### config.mk
export PLATFORM = sky130hd
export DESIGN_NAME = sky130io_gpio_seq_flat
export DESIGN_NICKNAME = d
export VERILOG_FILES = /design/src/rtl/sky130io_gpio_seq_if.sv /design/src/rtl/sky130io_gpio_seq.sv /design/src/flat_wrapper.sv
export SDC_FILE = /design/constraint.sdc
export NUM_CORES = 1
export LEC_CHECK = 0
export BUFFER_PORTS_ARGS = -buffer_cell sky130_fd_sc_hd__clkbuf_2
export CORE_AREA = 2 2 75 77
export CTS_BUF_LIST = sky130_fd_sc_hd__clkbuf_4 sky130_fd_sc_hd__clkbuf_8
export CTS_CLUSTER_SIZE = 24
export DETAILED_ROUTE_END_ITERATION = 12
export DIE_AREA = 0 0 77 79
export HOLD_SLACK_MARGIN = 0.02
export PLACE_DENSITY = 0.7
export RECOVER_POWER = 50
export SLEW_MARGIN = 20
export SYNTH_ARGS = -nofsm -noshare
export SYNTH_HDL_FRONTEND = slang
export SYNTH_SLANG_ARGS = --single-unit
### constraint.sdc
create_clock -name clk -period 2 [get_ports clk]
set_input_delay 0.2 -clock clk [delete_from_list [all_inputs] [get_ports clk]]
set_output_delay 0.2 -clock clk [all_outputs]
set_load 0.03 [all_outputs]
### src/rtl/sky130io_gpio_seq_if.sv
// Pad-configuration request channel between the core register file and the GPIO sequencer.
interface sky130io_gpio_seq_if #(
  parameter int unsigned PadW = 2
) ();
  logic            cfg_valid;
  logic            cfg_ready;
  logic [PadW-1:0] cfg_pad;
  logic [2:0]      cfg_dm;
  logic            cfg_slow;
  logic            cfg_vtrip;
  logic            cfg_inp_dis;
  logic            cfg_err;

  modport master (
    output cfg_valid, cfg_pad, cfg_dm, cfg_slow, cfg_vtrip, cfg_inp_dis,
    input  cfg_ready, cfg_err
  );

  modport slave (
    input  cfg_valid, cfg_pad, cfg_dm, cfg_slow, cfg_vtrip, cfg_inp_dis,
    output cfg_ready, cfg_err
  );
endinterface

### src/rtl/sky130io_gpio_seq.sv
// Power-up sequencer and glitch-free per-pad configuration controller for a bank of
// sky130 gpiov2 pads; also freezes the bank for sleep.
module sky130io_gpio_seq #(
  parameter int unsigned NPADS    = 4,
  parameter int unsigned SETTLE   = 16,
  parameter int unsigned HOLD_CYC = 4
) (
  input  logic                 clk,
  input  logic                 nreset,
  input  logic                 pwr_good,
  input  logic                 hold_req,
  sky130io_gpio_seq_if.slave   cfg,
  output logic                 ready,
  output logic                 enable_h,
  output logic                 enable_inp_h,
  output logic                 enable_vdda_h,
  output logic                 enable_vswitch_h,
  output logic [NPADS-1:0]     hld_h_n,
  output logic [3*NPADS-1:0]   dm,
  output logic [NPADS-1:0]     slow,
  output logic [NPADS-1:0]     vtrip_sel,
  output logic [NPADS-1:0]     inp_dis
);

  localparam int unsigned PadW   = (NPADS > 1) ? $clog2(NPADS) : 1;
  localparam int unsigned CntMax = (SETTLE > HOLD_CYC) ? SETTLE : HOLD_CYC;
  localparam int unsigned CntW   = $clog2(CntMax + 1);
  localparam logic [CntW-1:0] SettleLd = CntW'(SETTLE - 1);
  localparam logic [CntW-1:0] HoldLd   = CntW'(HOLD_CYC - 1);

  typedef enum logic [3:0] {
    StOff, StEnH, StEnInp, StRel, StRun, StCfgHold, StCfgRel, StSleep, StWake
  } state_e;

  state_e                  state_q, state_d;
  logic [CntW-1:0]         cnt_q, cnt_d;
  logic                    cnt_zero;
  logic                    stage_en, load_cfg, err_d, err_q;
  logic                    pad_ok;
  logic [PadW-1:0]         pad_q, sel_pad;
  logic [2:0]              stg_dm_q;
  logic                    stg_slow_q, stg_vtrip_q, stg_inp_dis_q;
  logic                    en_h_d, en_h_q, en_inp_d, en_inp_q, ready_d, ready_q;
  logic [NPADS-1:0]        hld_d, hld_q;
  logic [NPADS-1:0][2:0]   dm_q;
  logic [NPADS-1:0]        slow_q, vtrip_q, inp_dis_q;

  assign cnt_zero      = (cnt_q == '0);
  assign pad_ok        = (32'(cfg.cfg_pad) < NPADS);
  assign cfg.cfg_ready = (state_q == StRun) & pwr_good & ~hold_req;
  assign cfg.cfg_err   = err_q;

  always_comb begin
    state_d  = state_q;
    cnt_d    = cnt_zero ? cnt_q : cnt_q - 1'b1;
    stage_en = 1'b0;
    load_cfg = 1'b0;
    err_d    = 1'b0;
    case (state_q)
      StOff: if (pwr_good) begin
        state_d = StEnH;
        cnt_d   = SettleLd;
      end
      StEnH: if (cnt_zero) begin
        state_d = StEnInp;
        cnt_d   = SettleLd;
      end
      StEnInp: if (cnt_zero) begin
        state_d = StRel;
        cnt_d   = HoldLd;
      end
      StRel: if (cnt_zero) state_d = StRun;
      StRun: begin
        if (hold_req) begin
          state_d = StSleep;
        end else if (cfg.cfg_valid) begin
          if (pad_ok) begin
            stage_en = 1'b1;
            state_d  = StCfgHold;
            cnt_d    = HoldLd;
          end else begin
            err_d = 1'b1;
          end
        end
      end
      StCfgHold: if (cnt_zero) begin
        load_cfg = 1'b1;
        state_d  = StCfgRel;
        cnt_d    = HoldLd;
      end
      StCfgRel: if (cnt_zero) state_d = StRun;
      StSleep: if (!hold_req) begin
        state_d = StWake;
        cnt_d   = HoldLd;
      end
      StWake: if (cnt_zero) state_d = StRun;
      default: state_d = StOff;
    endcase
    // Supply loss overrides everything and drops any staged update.
    if (!pwr_good) begin
      state_d  = StOff;
      stage_en = 1'b0;
      load_cfg = 1'b0;
      err_d    = 1'b0;
    end
  end

  // Outputs are decoded from the next state so they register in step with it.
  always_comb begin
    sel_pad  = stage_en ? cfg.cfg_pad : pad_q;
    en_h_d   = (state_d != StOff);
    en_inp_d = (state_d != StOff) && (state_d != StEnH);
    ready_d  = (state_d == StRun);
    hld_d    = '0;
    case (state_d)
      StRun: hld_d = '1;
      StCfgHold, StCfgRel: begin
        for (int i = 0; i < int'(NPADS); i++) begin
          hld_d[i] = (sel_pad != PadW'(i));
        end
      end
      default: hld_d = '0;
    endcase
  end

  always_ff @(posedge clk) begin
    if (!nreset) begin
      state_q       <= StOff;
      cnt_q         <= '0;
      err_q         <= 1'b0;
      en_h_q        <= 1'b0;
      en_inp_q      <= 1'b0;
      ready_q       <= 1'b0;
      hld_q         <= '0;
      pad_q         <= '0;
      stg_dm_q      <= 3'b001;
      stg_slow_q    <= 1'b0;
      stg_vtrip_q   <= 1'b0;
      stg_inp_dis_q <= 1'b1;
      dm_q          <= {NPADS{3'b001}};
      slow_q        <= '0;
      vtrip_q       <= '0;
      inp_dis_q     <= '1;
    end else begin
      state_q  <= state_d;
      cnt_q    <= cnt_d;
      err_q    <= err_d;
      en_h_q   <= en_h_d;
      en_inp_q <= en_inp_d;
      ready_q  <= ready_d;
      hld_q    <= hld_d;
      if (stage_en) begin
        pad_q         <= cfg.cfg_pad;
        stg_dm_q      <= cfg.cfg_dm;
        stg_slow_q    <= cfg.cfg_slow;
        stg_vtrip_q   <= cfg.cfg_vtrip;
        stg_inp_dis_q <= cfg.cfg_inp_dis;
      end
      if (load_cfg) begin
        for (int i = 0; i < int'(NPADS); i++) begin
          if (pad_q == PadW'(i)) begin
            dm_q[i]      <= stg_dm_q;
            slow_q[i]    <= stg_slow_q;
            vtrip_q[i]   <= stg_vtrip_q;
            inp_dis_q[i] <= stg_inp_dis_q;
          end
        end
      end
    end
  end

  assign ready            = ready_q;
  assign enable_h         = en_h_q;
  assign enable_inp_h     = en_inp_q;
  assign enable_vdda_h    = en_inp_q;
  assign enable_vswitch_h = en_inp_q;
  assign hld_h_n          = hld_q;
  assign dm               = dm_q;
  assign slow             = slow_q;
  assign vtrip_sel        = vtrip_q;
  assign inp_dis          = inp_dis_q;

endmodule

### src/flat_wrapper.sv
// flat-port wrapper written by rule: the top's interface ports become plain ports
module sky130io_gpio_seq_flat 
#(
  parameter int unsigned NPADS    = 4,
  parameter int unsigned SETTLE   = 16,
  parameter int unsigned HOLD_CYC = 4
)
  (clk, nreset, pwr_good, hold_req, ready, enable_h, enable_inp_h, enable_vdda_h, enable_vswitch_h, hld_h_n, dm, slow, vtrip_sel, inp_dis, cfg_cfg_valid, cfg_cfg_pad, cfg_cfg_dm, cfg_cfg_slow, cfg_cfg_vtrip, cfg_cfg_inp_dis, cfg_cfg_ready, cfg_cfg_err);
  sky130io_gpio_seq_if #(.PadW(2)) cfg_i ();
  input  logic clk;
  input  logic nreset;
  input  logic pwr_good;
  input  logic hold_req;
  output logic ready;
  output logic enable_h;
  output logic enable_inp_h;
  output logic enable_vdda_h;
  output logic enable_vswitch_h;
  output logic [NPADS-1:0] hld_h_n;
  output logic [3*NPADS-1:0] dm;
  output logic [NPADS-1:0] slow;
  output logic [NPADS-1:0] vtrip_sel;
  output logic [NPADS-1:0] inp_dis;
  input wire logic [$bits(cfg_i.cfg_valid)-1:0] cfg_cfg_valid;
  input wire logic [$bits(cfg_i.cfg_pad)-1:0] cfg_cfg_pad;
  input wire logic [$bits(cfg_i.cfg_dm)-1:0] cfg_cfg_dm;
  input wire logic [$bits(cfg_i.cfg_slow)-1:0] cfg_cfg_slow;
  input wire logic [$bits(cfg_i.cfg_vtrip)-1:0] cfg_cfg_vtrip;
  input wire logic [$bits(cfg_i.cfg_inp_dis)-1:0] cfg_cfg_inp_dis;
  output wire logic [$bits(cfg_i.cfg_ready)-1:0] cfg_cfg_ready;
  output wire logic [$bits(cfg_i.cfg_err)-1:0] cfg_cfg_err;
  assign cfg_i.cfg_valid = cfg_cfg_valid;
  assign cfg_i.cfg_pad = cfg_cfg_pad;
  assign cfg_i.cfg_dm = cfg_cfg_dm;
  assign cfg_i.cfg_slow = cfg_cfg_slow;
  assign cfg_i.cfg_vtrip = cfg_cfg_vtrip;
  assign cfg_i.cfg_inp_dis = cfg_cfg_inp_dis;
  assign cfg_cfg_ready = cfg_i.cfg_ready;
  assign cfg_cfg_err = cfg_i.cfg_err;
  sky130io_gpio_seq #(.NPADS(NPADS), .SETTLE(SETTLE), .HOLD_CYC(HOLD_CYC)) u_core (.clk(clk), .nreset(nreset), .pwr_good(pwr_good), .hold_req(hold_req), .cfg(cfg_i), .ready(ready), .enable_h(enable_h), .enable_inp_h(enable_inp_h), .enable_vdda_h(enable_vdda_h), .enable_vswitch_h(enable_vswitch_h), .hld_h_n(hld_h_n), .dm(dm), .slow(slow), .vtrip_sel(vtrip_sel), .inp_dis(inp_dis));
endmodule
==> results of run 1 <==
-- sequential cells by signal, indices dropped and copies added, names as in the netlist --
name / cells
u_core.cnt_q: 5
u_core.dm: 12
u_core.enable_h: 1
u_core.enable_inp_h: 1
u_core.hld_h_n: 4
u_core.inp_dis: 4
u_core.pad_q: 2
u_core.ready: 1
u_core.slow: 4
u_core.state_q: 4
u_core.stg_dm_q: 3
u_core.stg_inp_dis_q: 1
u_core.stg_slow_q: 1
u_core.stg_vtrip_q: 1
u_core.vtrip_sel: 4
-- cell families after synthesis --
group	after synthesis	synth area share, %
adders and majority gates	2	1.16
xor gates and xnor gates	3	1.21
and+or+nand+nor	85	23.4
buffers and inverters	24	4.79
DFF	48	44.4
muxes	28	12.9
other	1	0.173
AOI/OAI and AO/OA	42	12.0
-- layout make-up --
type | count | area share [%]
clock inverter | 2 | 1.49
multi-input combinational | 161 | 43.2
clock buffer | 6 | 3.17
tap | 72 | 3.46
inverter | 9 | 1.30
timing repair buffer | 58 | 10.6
sequential | 48 | 36.9
-- cells in the final DEF (no fill, tap or decap), types with 2 or more instances in the layout --
cell	Yosys	final
nor4_4	1	2
o21ai_0	12	10
dfxtp_1	48	48
nor3_1	5	5
inv_1	8	8
nand3_1	9	9
and2_1	3	3
nand2_2	3	4
o31ai_1	3	3
nand2_1	19	18
a21oi_1	14	13
o21ai_1	0	2
clkbuf_8	0	6
buf_4	3	11
nor2b_1	26	26
a21boi_0	2	2
mux2i_1	28	28
clkbuf_2	0	13
and3_1	2	2
clkbuf_1	9	34
o21a_1	3	3
nor2_1	6	6
nand2b_1	2	2
o311ai_0	2	2
xnor2_1	2	2
-- power by group through the flow --
| stage | logic, mW | registers [mW] | clock network, mW |
|---|---|---|---|
| after global placement | 0.195 | 1.02 | 0 |
| after floorplan | 0.148 | 1.01 | 0 |
| after detailed placement | 0.198 | 1.02 | 0 |
| after CTS | 0.205 | 0.998 | 0.761 |
| after global routing | 0.233 | 1.00 | 0.797 |
| final | 0.207 | 0.999 | 0.739 |
-- critical path, stage by stage, from the launching register on --
cell and delay [ns]:
dfxtp_1 0.34, inv_1 0.06, ha_2 0.20, or3b_4 0.40, nor4_4 0.17, buf_4 0.21
nand2_2 0.16, mux2i_1 0.19, nand2_1 0.06
-- metal layers --
metal | vias to the layer above | wire length [um] | global-route usage, %
li1 | 903 | - | -
met1 | 811 | 2130 | 20.2
met2 | 49 | 2150 | 24.7
met3 | 4 | 207 | 3.30
met4 | 0 | 59 | 6.43
met5 | - | 0 | 0
-- timing repair --
item                                    4_1_cts  5_1_grt
endpoints found under the setup margin        4       20
hold buffers                                  0        0
pin swaps                                     0        2
buffers inserted                              1        0
resized for setup                             0        6
-- worst max path at each step --
stage / from / end / slack, ns / cells past startpoint
after floorplan: u_core.state_q[3]$_SDFF_PN0_ / u_core.hld_h_n[0]$_SDFF_PN0_ / 0.09 / 6
after global placement: u_core.cnt_q[0]$_SDFF_PN0_ / u_core.hld_h_n[3]$_SDFF_PN0_ / 0.11 / 8
after detailed placement: u_core.cnt_q[0]$_SDFF_PN0_ / u_core.hld_h_n[3]$_SDFF_PN0_ / 0.007 / 8
after CTS: u_core.cnt_q[0]$_SDFF_PN0_ / u_core.hld_h_n[3]$_SDFF_PN0_ / 0.04 / 9
after global routing: u_core.cnt_q[1]$_SDFF_PN0_ / u_core.slow[0]$_SDFFE_PN0P_ / -0.03 / 8
final: u_core.cnt_q[1]$_SDFF_PN0_ / u_core.inp_dis[0]$_SDFFE_PN1P_ / 0.08 / 8
-- per-stage QoR --
step	setup WS, ns	std cells	TNS, ns
after CTS	0.0361	356	0
after global placement	0.114	347	0
after global routing	-0.0259	356	-0.117
after floorplan	0.0858	233	0
after detailed placement	0.00741	347	0
final	0.0841	356	0
==> flow_summary.yaml, run 1 <==
status:
  status: "finished clean"
timing:
  finalCriticalPeriod_ns: 1.92
  clock.fmax_ghz: 0.522
  period_share_pct: 95.8
  slew_violations: 0
  whs_ns: 0.117
  rsz0062_at_grt: "true"
  setup_viol: 0
  skew_ns: 0.00992
  timing_hold_violations_final: 0
drt:
  finalWirelength_um: 4540
  drc_errors: 0
  drt_iter0_drc: 144
  via_per_inst: 4.96
  ant_nets: 0
  vias: 1767
  wl_per_cell_um: 12.8
  first_pass_iters: 4
synth:
  yosysUniqueCellTypes: 43
  syn_nets: 248
  ys_ff_latch: 48
  synth.area.top_cells: "dfxtp_1 44%, mux2i_1 13%, nor2b_1 7.5%, nand2_1 3.3%, a21oi_1 3.2%"
  async_flop_share_pct: 0
  syn_inst: 233
  synth_commonest_cells: "48 x dfxtp_1, 28 x mux2i_1, 26 x nor2b_1"
  yosysMostFrequentCell: "dfxtp_1"
  avgSynthCellArea_um2: 9.30
  netlist.area_leader.share_pct: 44.4
  yosysTopAreaCell: "dfxtp_1"
  synth_ff_type: "dfxtp_1"
  yosysSeqAreaShare_pct: 44.4
  yosys_warnings: 0
  syn_area_mm2: 0.00217
  synth_edf_count: 0
layout:
  n_antenna_cell: 0
  nFillCells: 553
  seqCellArea_um2: 961
  multiInputGateArea_mm2: 0.00112
  stdcell_area_mm2: 0.00261
  final_util_pct: 48.8
  nets: 298
  syn2layout_area_growth_pct: 20.3
  drive_gt1_share_pct: 16.5
pwr:
  p_leak_nw: 1.18
  finalPower_mw: 1.94
  switching_share_pct: 23.9
  p_per_area_mw_per_mm2: 746
  internal-power_mw: 1.48
  seqPwrFrac_pct: 51.3
  switchingPower_uw: 464
  clkPwrFrac_pct: 38.0
  combPwrFrac_pct: 10.7
  vdd_ir_drop_max_mv: 0.349
global_routing:
  antenna_found_initial: 0
  grt_pass1_vias: 1549
  grt_usage_pct: 15.4
  grt_max_degree: 38
  grt_overflow: 0
  grt_pass1_wl_um: 7470
clocking:
  clk_path_buf_depth: 2
  cts_tree: "yes"
  clk_pin_slew_ns: 0.09
  cts_root_buf: "clkbuf_8"
  cts_buffers: 5
  clock-sinks: 48
  htreeDepth: 2
  clock_latency_ns: 0.30
worst_setup_path:
  rr_startpoint: "u_core.cnt_q[1]$_SDFF_PN0_"
  reg2reg_depth: 8
  crit_type: "flop to flop"
  r2r-end: "u_core.inp_dis[0]$_SDFFE_PN1P_"
  cp-start-kind: "flop"
  crit_required_ns: 2.18
  cp_max_fo: 7
  reg2reg_slack_ns: 0.08
  arrival_ns: 2.10
  worst_setup_path_end_kind: "flop"
job:
  maxCapViolCount: 0
floorplanning:
  die_area_mm2: 0.00608
  fp-row-count: 27
  die_w_um: 77
  io_pins: 48
  core_area_mm2: 0.00534
  initial_core_util_pct: 40.6
  dieHeight_um: 79
min_path:
  hp-class: "input pin to flop"
  hold_end: "u_core.stg_dm_q[0]$_SDFFE_PN1P_"
  hp-start: "cfg_cfg_dm[0]"
  hold_depth: 3
place:
  dp_hpwl_um: 3220
  port_buffers: 46
  routabilityCongestion: 0.832
  post_dp_cell_area_mm2: 0.00251
No activity file was read; power rests on OpenSTA's default activity.
==> run 2, diff against run 1 <==
- CORE_AREA: 2 2 75 77 -> 2 2 90 92
- DIE_AREA: 0 0 77 79 -> 0 0 92 94
- PLACE_DENSITY: 0.7 -> 0.49
==> run 2 against run 1 <==
Effect of this change: sequential power hardly changed; clock power rose by 15%; sequential share of layout area is 1.7 points lower; first-iteration DRC count is 44% lower; highest routed layer unchanged.
==> flow_summary.yaml, run 2 (synthesized netlist as in run 1, its figures left out) <==
floorplanning:
  die_area_mm2: 0.00865
  die_w_um: 92
  core_area_mm2: 0.00761
  initial_core_util_pct: 28.5
  dieHeight_um: 94
  io_pins: 48
  fp-row-count: 32
worst_setup_path:
  cp_max_fo: 6
  crit_required_ns: 2.21
  path_cells: "inv_2, ha_4, or3b_4, nor4_4, buf_4, buf_6, nand2_8, mux2i_2, nor2b_1"
  cpMaxStageDelayCell: "or3b_4"
  arrival_ns: 2.15
  worstPathBufferInverterCount: 3
  crit_path_max_incr_delay_ns: 0.39
  crit_type: "flop to flop"
  cp-start-kind: "flop"
  worst_setup_path_end_kind: "flop"
  critPathTopFamily: "simple AND/OR/NAND/NOR gates"
job:
  maxCapViolCount: 0
status:
  status: "finished clean"
clocking:
  cts_buffers: 5
  cts_root_buf: "clkbuf_8"
  holdBufCountCts: 0
  clock_latency_ns: 0.30
  cts_tree: "yes"
  clock-sinks: 48
  clk_path_buf_depth: 2
  htreeDepth: 2
  clk_pin_slew_ns: 0.10
drt:
  ant_nets: 0
  first_pass_iters: 4
  finalWirelength_um: 5140
  drc_errors: 0
  vias: 1749
  wl_per_cell_um: 13.2
  drt_iter0_drc: 81
  via_per_inst: 4.47
layout:
  syn2layout_area_growth_pct: 26.3
  final_cell_mix: "47 x dfxtp_1, 35 x clkbuf_1, 27 x mux2i_1, 26 x nor2b_1, 17 x nand2_1"
  final_common_cell: "dfxtp_1"
  n_antenna_cell: 0
  nets: 303
  drive_gt1_share_pct: 18.7
  final_cells: 391
  largest_reg_flops: 12
place:
  dp_hpwl_um: 3570
  port_buffers: 46
  routabilityCongestion: 0.798
  placed_cells: 380
global_routing:
  top_usage_layer: "met2"
  antenna_found_initial: 0
  grt_usage_pct: 12.1
  use_met2_pct: 20.3
  grt_overflow: 0
  met3_usage_pct: 2.81
  grt_pass1_vias: 1656
  grt_pass1_wl_um: 8190
  grt_max_degree: 38
  met1_usage_pct: 15.5
timing:
  rsz0062_at_grt: "true"
  clock.fmax_ghz: 0.515
  timing_hold_violations_final: 0
  period_share_pct: 97.1
  skew_ns: 0.0124
  finalCriticalPeriod_ns: 1.94
  whs_ns: 0.111
  max_slew_margin_pct: 62.7
  tightest_slew_ns: 0.558
  setup_viol: 0
  slew_violations: 0
pwr:
  finalPower_mw: 2.07
  p_leak_nw: 1.22
  p_per_area_mw_per_mm2: 758
  vdd_ir_drop_max_mv: 0.255
min_path:
  hp-class: "input pin to flop"
## run 2: cell types whose count changed in the layout (fill, tap and decap cells not counted), sizes merged
| cell | delta |
|---|---|
| bufinv | +1 |
| inv | +1 |
| buf | +4 |
| clkinv | -1 |
## run 2: worst paths after layout
kind | depth (start not counted) | start | to | slack, ns
setup reg to reg | 9 | u_core.cnt_q[1]$_SDFF_PN0_ | u_core.slow[1]$_SDFFE_PN0P_ | 0.06
setup / recovery | 9 | u_core.cnt_q[1]$_SDFF_PN0_ | u_core.slow[1]$_SDFFE_PN0P_ | 0.06
hold reg to reg | 2 | u_core.inp_dis[1]$_SDFFE_PN1P_ | u_core.inp_dis[1]$_SDFFE_PN1P_ | 0.48
hold / removal | 3 | cfg_cfg_dm[0] | u_core.stg_dm_q[0]$_SDFFE_PN1P_ | 0.11
## run 2: area by class of cell
cell class / instances / area, um^2
Clock buffer: 5 / 68.8
Clock inverter: 3 / 68.8
Multi-Input combinational cell: 161 / 1160
Fill cell: 831 / 4870
Tap cell: 102 / 128
Sequential cell: 48 / 962
Inverter: 9 / 33.8
Timing Repair Buffer: 63 / 313
## run 2: layer usage
metal  up-vias  part of all wire, %
met3         2                  3.3
li1        914                    -
met4         0                  1.0
met5         -                    0
met2        31                   46
met1       802                   50
## run 2: through the flow
step	TNS [ns]	setup slack [ns]	util (%)	instance area [um^2]
3_3_place_gp	0	0.0943	33.8	2570
3_5_place_dp	0	0.0443	33.8	2570
6_report	0	0.0580	36.0	2740
2_1_floorplan	0	0.0858	-	2180
4_1_cts	0	0.0317	35.6	2710
5_1_grt	-0.221	-0.0531	36.0	2740
## run 2: where the power goes
group | switching, mW | total (mW) | internal [mW] | leakage [nW]
registers | 0.0232 | 0.997 | 0.974 | 0.389
clock network | 0.350 | 0.853 | 0.504 | 0.0687
logic | 0.116 | 0.223 | 0.107 | 0.758
total | 0.489 | 2.07 | 1.58 | 1.22
## run 2: worst reg2reg max path, delay by kind of cell, from the launching register on
kind | cells | cell delay, ns
fa+ha+maj | 1 | 0.14
simple gates | 4 | 0.79
buf+inv | 3 | 0.39
flops | 1 | 0.34
mux | 1 | 0.19
## run 2: timing repair
item	4_1_cts	5_1_grt
buffers inserted	0	3
gates resized for setup	0	13
setup endpoints to repair	0	30
==> run 3, diff against run 2 <==
- ABC_AREA: default -> 1
- CORE_AREA: 2 2 90 92 -> 2 2 89 91
- DIE_AREA: 0 0 92 94 -> 0 0 91 93
==> run 3 against run 2 <==
Effect of this change: die area is 2.1% lower; fmax up 9.4%; non-clock buffer count is 11 lower; combinational power up 4%; flip-flop and latch count stayed put; core utilization shrank 2.8 points; critical path type unchanged; critical endpoint is now u_core.hld_h_n[2]$_SDFF_PN0_; largest cell class is now flip-flops and latches; largest power group unchanged.
==> flow_summary.yaml, run 3 <==
place:
  placed_cells: 425
  place_ws_ns: 0.116
  port_buffers: 46
  post_dp_cell_area_mm2: 0.00242
  routabilityCongestion: 0.873
  dp_hpwl_um: 3500
worst_setup_path:
  rr_startpoint: "u_core.state_q[1]$_SDFF_PN0_"
  arrival_ns: 1.97
  worst_setup_path_end_kind: "flop"
  cp-start-kind: "flop"
  cpMaxStageDelayCell: "dfxtp_1"
  critPathCapture: "u_core.hld_h_n[2]$_SDFF_PN0_"
  crit_path_start: "u_core.state_q[1]$_SDFF_PN0_"
  worstPathBufferInverterCount: 3
  cp_max_fo: 10
  critPathTopFamily: "simple AND/OR/NAND/NOR gates"
  crit_path_max_incr_delay_ns: 0.33
  crit_type: "flop to flop"
  cpMostUsedCell: "nand2_1"
  crit_required_ns: 2.19
  reg2reg_depth: 11
  path_cells: "inv_1, nand2_1, nor2_1, nand3_1, buf_4, nand2_1, o21ai_0, inv_1, a21oi_1, nand3_1, nand2_1"
  r2r-end: "u_core.hld_h_n[2]$_SDFF_PN0_"
  worstSetupPathDepth: 11
  reg2reg_slack_ns: 0.23
floorplanning:
  core_area_mm2: 0.00753
  die_w_um: 91
  dieHeight_um: 93
  die_area_mm2: 0.00846
  io_pins: 48
  fp-row-count: 32
  initial_core_util_pct: 27.9
synth:
  syn_inst: 284
  ys_ff_latch: 48
  synth_ff_type: "dfxtp_1"
  syn_area_mm2: 0.00210
  netlist.area_leader.share_pct: 45.8
  syn_nets: 299
  yosysSeqAreaShare_pct: 45.8
  avgSynthCellArea_um2: 7.38
  yosysMostFrequentCell: "nand2_1"
  yosysTopAreaCell: "dfxtp_1"
  yosysUniqueCellTypes: 26
  synth.area.top_cells: "dfxtp_1 46%, nand2_1 9.7%, inv_1 7.5%, a21oi_1 7.2%, o21ai_0 5.3%"
  synth_edf_count: 0
  async_flop_share_pct: 0
  synth_commonest_cells: "54 x nand2_1, 48 x dfxtp_1, 42 x inv_1"
  yosys_warnings: 0
layout:
  final_cells: 435
  largest_reg_flops: 12
  seqCellArea_um2: 961
  nFillCells: 876
  final_cell_mix: "53 x nand2_1, 48 x dfxtp_1, 41 x inv_1, 33 x clkbuf_1, 30 x a21oi_1"
  drive_gt1_share_pct: 12.9
  syn2layout_area_growth_pct: 19.0
  multiInputGateArea_um2: 922
  nets: 348
  final_common_cell: "nand2_1"
  stdcell_area_mm2: 0.00249
  n_antenna_cell: 0
timing:
  rsz0062_at_grt: "false"
  setup_ws_ns: 0.226
  period_share_pct: 88.7
  setup_tns_ns: 0
  clock.fmax_ghz: 0.564
  setup_viol: 0
  skew_ns: 0.00708
  finalCriticalPeriod_ns: 1.77
  slew_violations: 0
  timing_hold_violations_final: 0
global_routing:
  grt_overflow: 0
  grt_pass1_vias: 1793
  grt_max_degree: 32
  use_met2_pct: 18.5
  antenna_found_initial: 0
  grt_usage_pct: 11.5
  top_usage_layer: "met2"
  grt_pass1_wl_um: 8050
  met1_usage_pct: 15.3
  met3_usage_pct: 2.66
clocking:
  htreeDepth: 2
  cts_buffers: 5
  clk_path_buf_depth: 2
  cts_tree: "yes"
  holdBufCountCts: 0
  clk_pin_slew_ns: 0.08
  cts_root_buf: "clkbuf_8"
  clock-sinks: 48
  clock_latency_ns: 0.29
min_path:
  hold_depth: 3
  hp-class: "input pin to flop"
  hp-start: "cfg_cfg_dm[0]"
pwr:
  internal-power_mw: 1.31
  p_leak_nw: 1.13
  p_per_area_mw_per_mm2: 711
  finalPower_mw: 1.77
  seqPwrFrac_pct: 56.0
  combPwrFrac_pct: 13.1
  vdd_ir_drop_max_mv: 0.258
  switching_share_pct: 26.0
  clkPwrFrac_pct: 31.0
  switchingPower_uw: 461
job:
  maxCapViolCount: 0
drt:
  drc_errors: 0
  vias: 1917
  first_pass_iters: 4
  ant_nets: 0
  wl_per_cell_um: 10.9
  drt_iter0_drc: 65
  finalWirelength_um: 4740
  via_per_inst: 4.41
status:
  status: "finished clean"
-- run 3: changes by cell type in the layout (fill, tap and decap cells not counted), sizes merged, moves of 9 or more --
cell	change
buf	-9
nor2	+21
o21ai	+13
nand2	+34
nand3	+10
mux2i	-28
a21oi	+16
o211ai	+11
nor2b	-26
inv	+34
-- run 3: cell type report --
class / count / share of cell area [%]
multi-input cells: 182 / 37.0
clock inverters: 1 / 0.201
repair buffers: 52 / 9.53
inverters: 44 / 6.62
clock buffers: 6 / 3.06
flip-flops and latches: 48 / 38.5
well taps: 102 / 5.12
-- run 3: per-stage QoR --
stage	utilization, %	hold WS, ns
floorplan	-	0.330
CTS	33.2	0.127
global route	33.1	0.144
detailed placement	32.1	0.429
finish	33.1	0.135
global placement	32.1	0.432
-- run 3: kinds of logic after synthesis --
family / Yosys count / share of synthesized area, %
xor gates and xnor gates: 2 / 0.835
adders and majority gates: 2 / 1.19
buffers and inverters: 54 / 10.7
DFF: 48 / 45.8
AOI/OAI and AO/OA: 69 / 18.0
and+or+nand+nor: 108 / 23.3
other: 1 / 0.179
-- run 3: what timing repair did --
item | CTS | global route
gates resized for setup | 0 | 5
buffers inserted | 0 | 3
endpoints found under the setup margin | 0 | 16
-- run 3: power by group through the flow --
stage | clock network [mW] | registers, mW | logic (mW)
after floorplan | 0 | 1.01 | 0.173
after global placement | 0 | 1.01 | 0.220
after detailed placement | 0 | 1.01 | 0.219
after CTS | 0.582 | 0.992 | 0.220
after global routing | 0.611 | 0.997 | 0.270
final | 0.550 | 0.993 | 0.232
-- run 3: worst min-delay path by stage --
stage                     slack [ns]                                end
after floorplan                 0.33    u_core.stg_dm_q[0]$_SDFFE_PN1P_
after global placement          0.43         u_core.dm[10]$_SDFFE_PN0P_
after detailed placement        0.43    u_core.stg_dm_q[0]$_SDFFE_PN1P_
after CTS                       0.13    u_core.stg_dm_q[0]$_SDFFE_PN1P_
after global routing            0.14  u_core.stg_inp_dis_q$_SDFFE_PN1P_
final                           0.14    u_core.stg_dm_q[0]$_SDFFE_PN1P_
-- run 3: layer usage --
| metal | routed length, um | vias up |
|---|---|---|
| met5 | 0 | - |
| met1 | 2370 | 868 |
| met3 | 174 | 2 |
| met4 | 6 | 0 |
| li1 | - | 1009 |
| met2 | 2190 | 38 |
-- run 3: worst reg2reg max path, delay by kind of cell, from the launching register on --
family	cells	cell delay [ns]
DFF	1	0.33
AOI/OAI and AO/OA	2	0.22
buffers and inverters	3	0.46
and+or+nand+nor	6	0.66
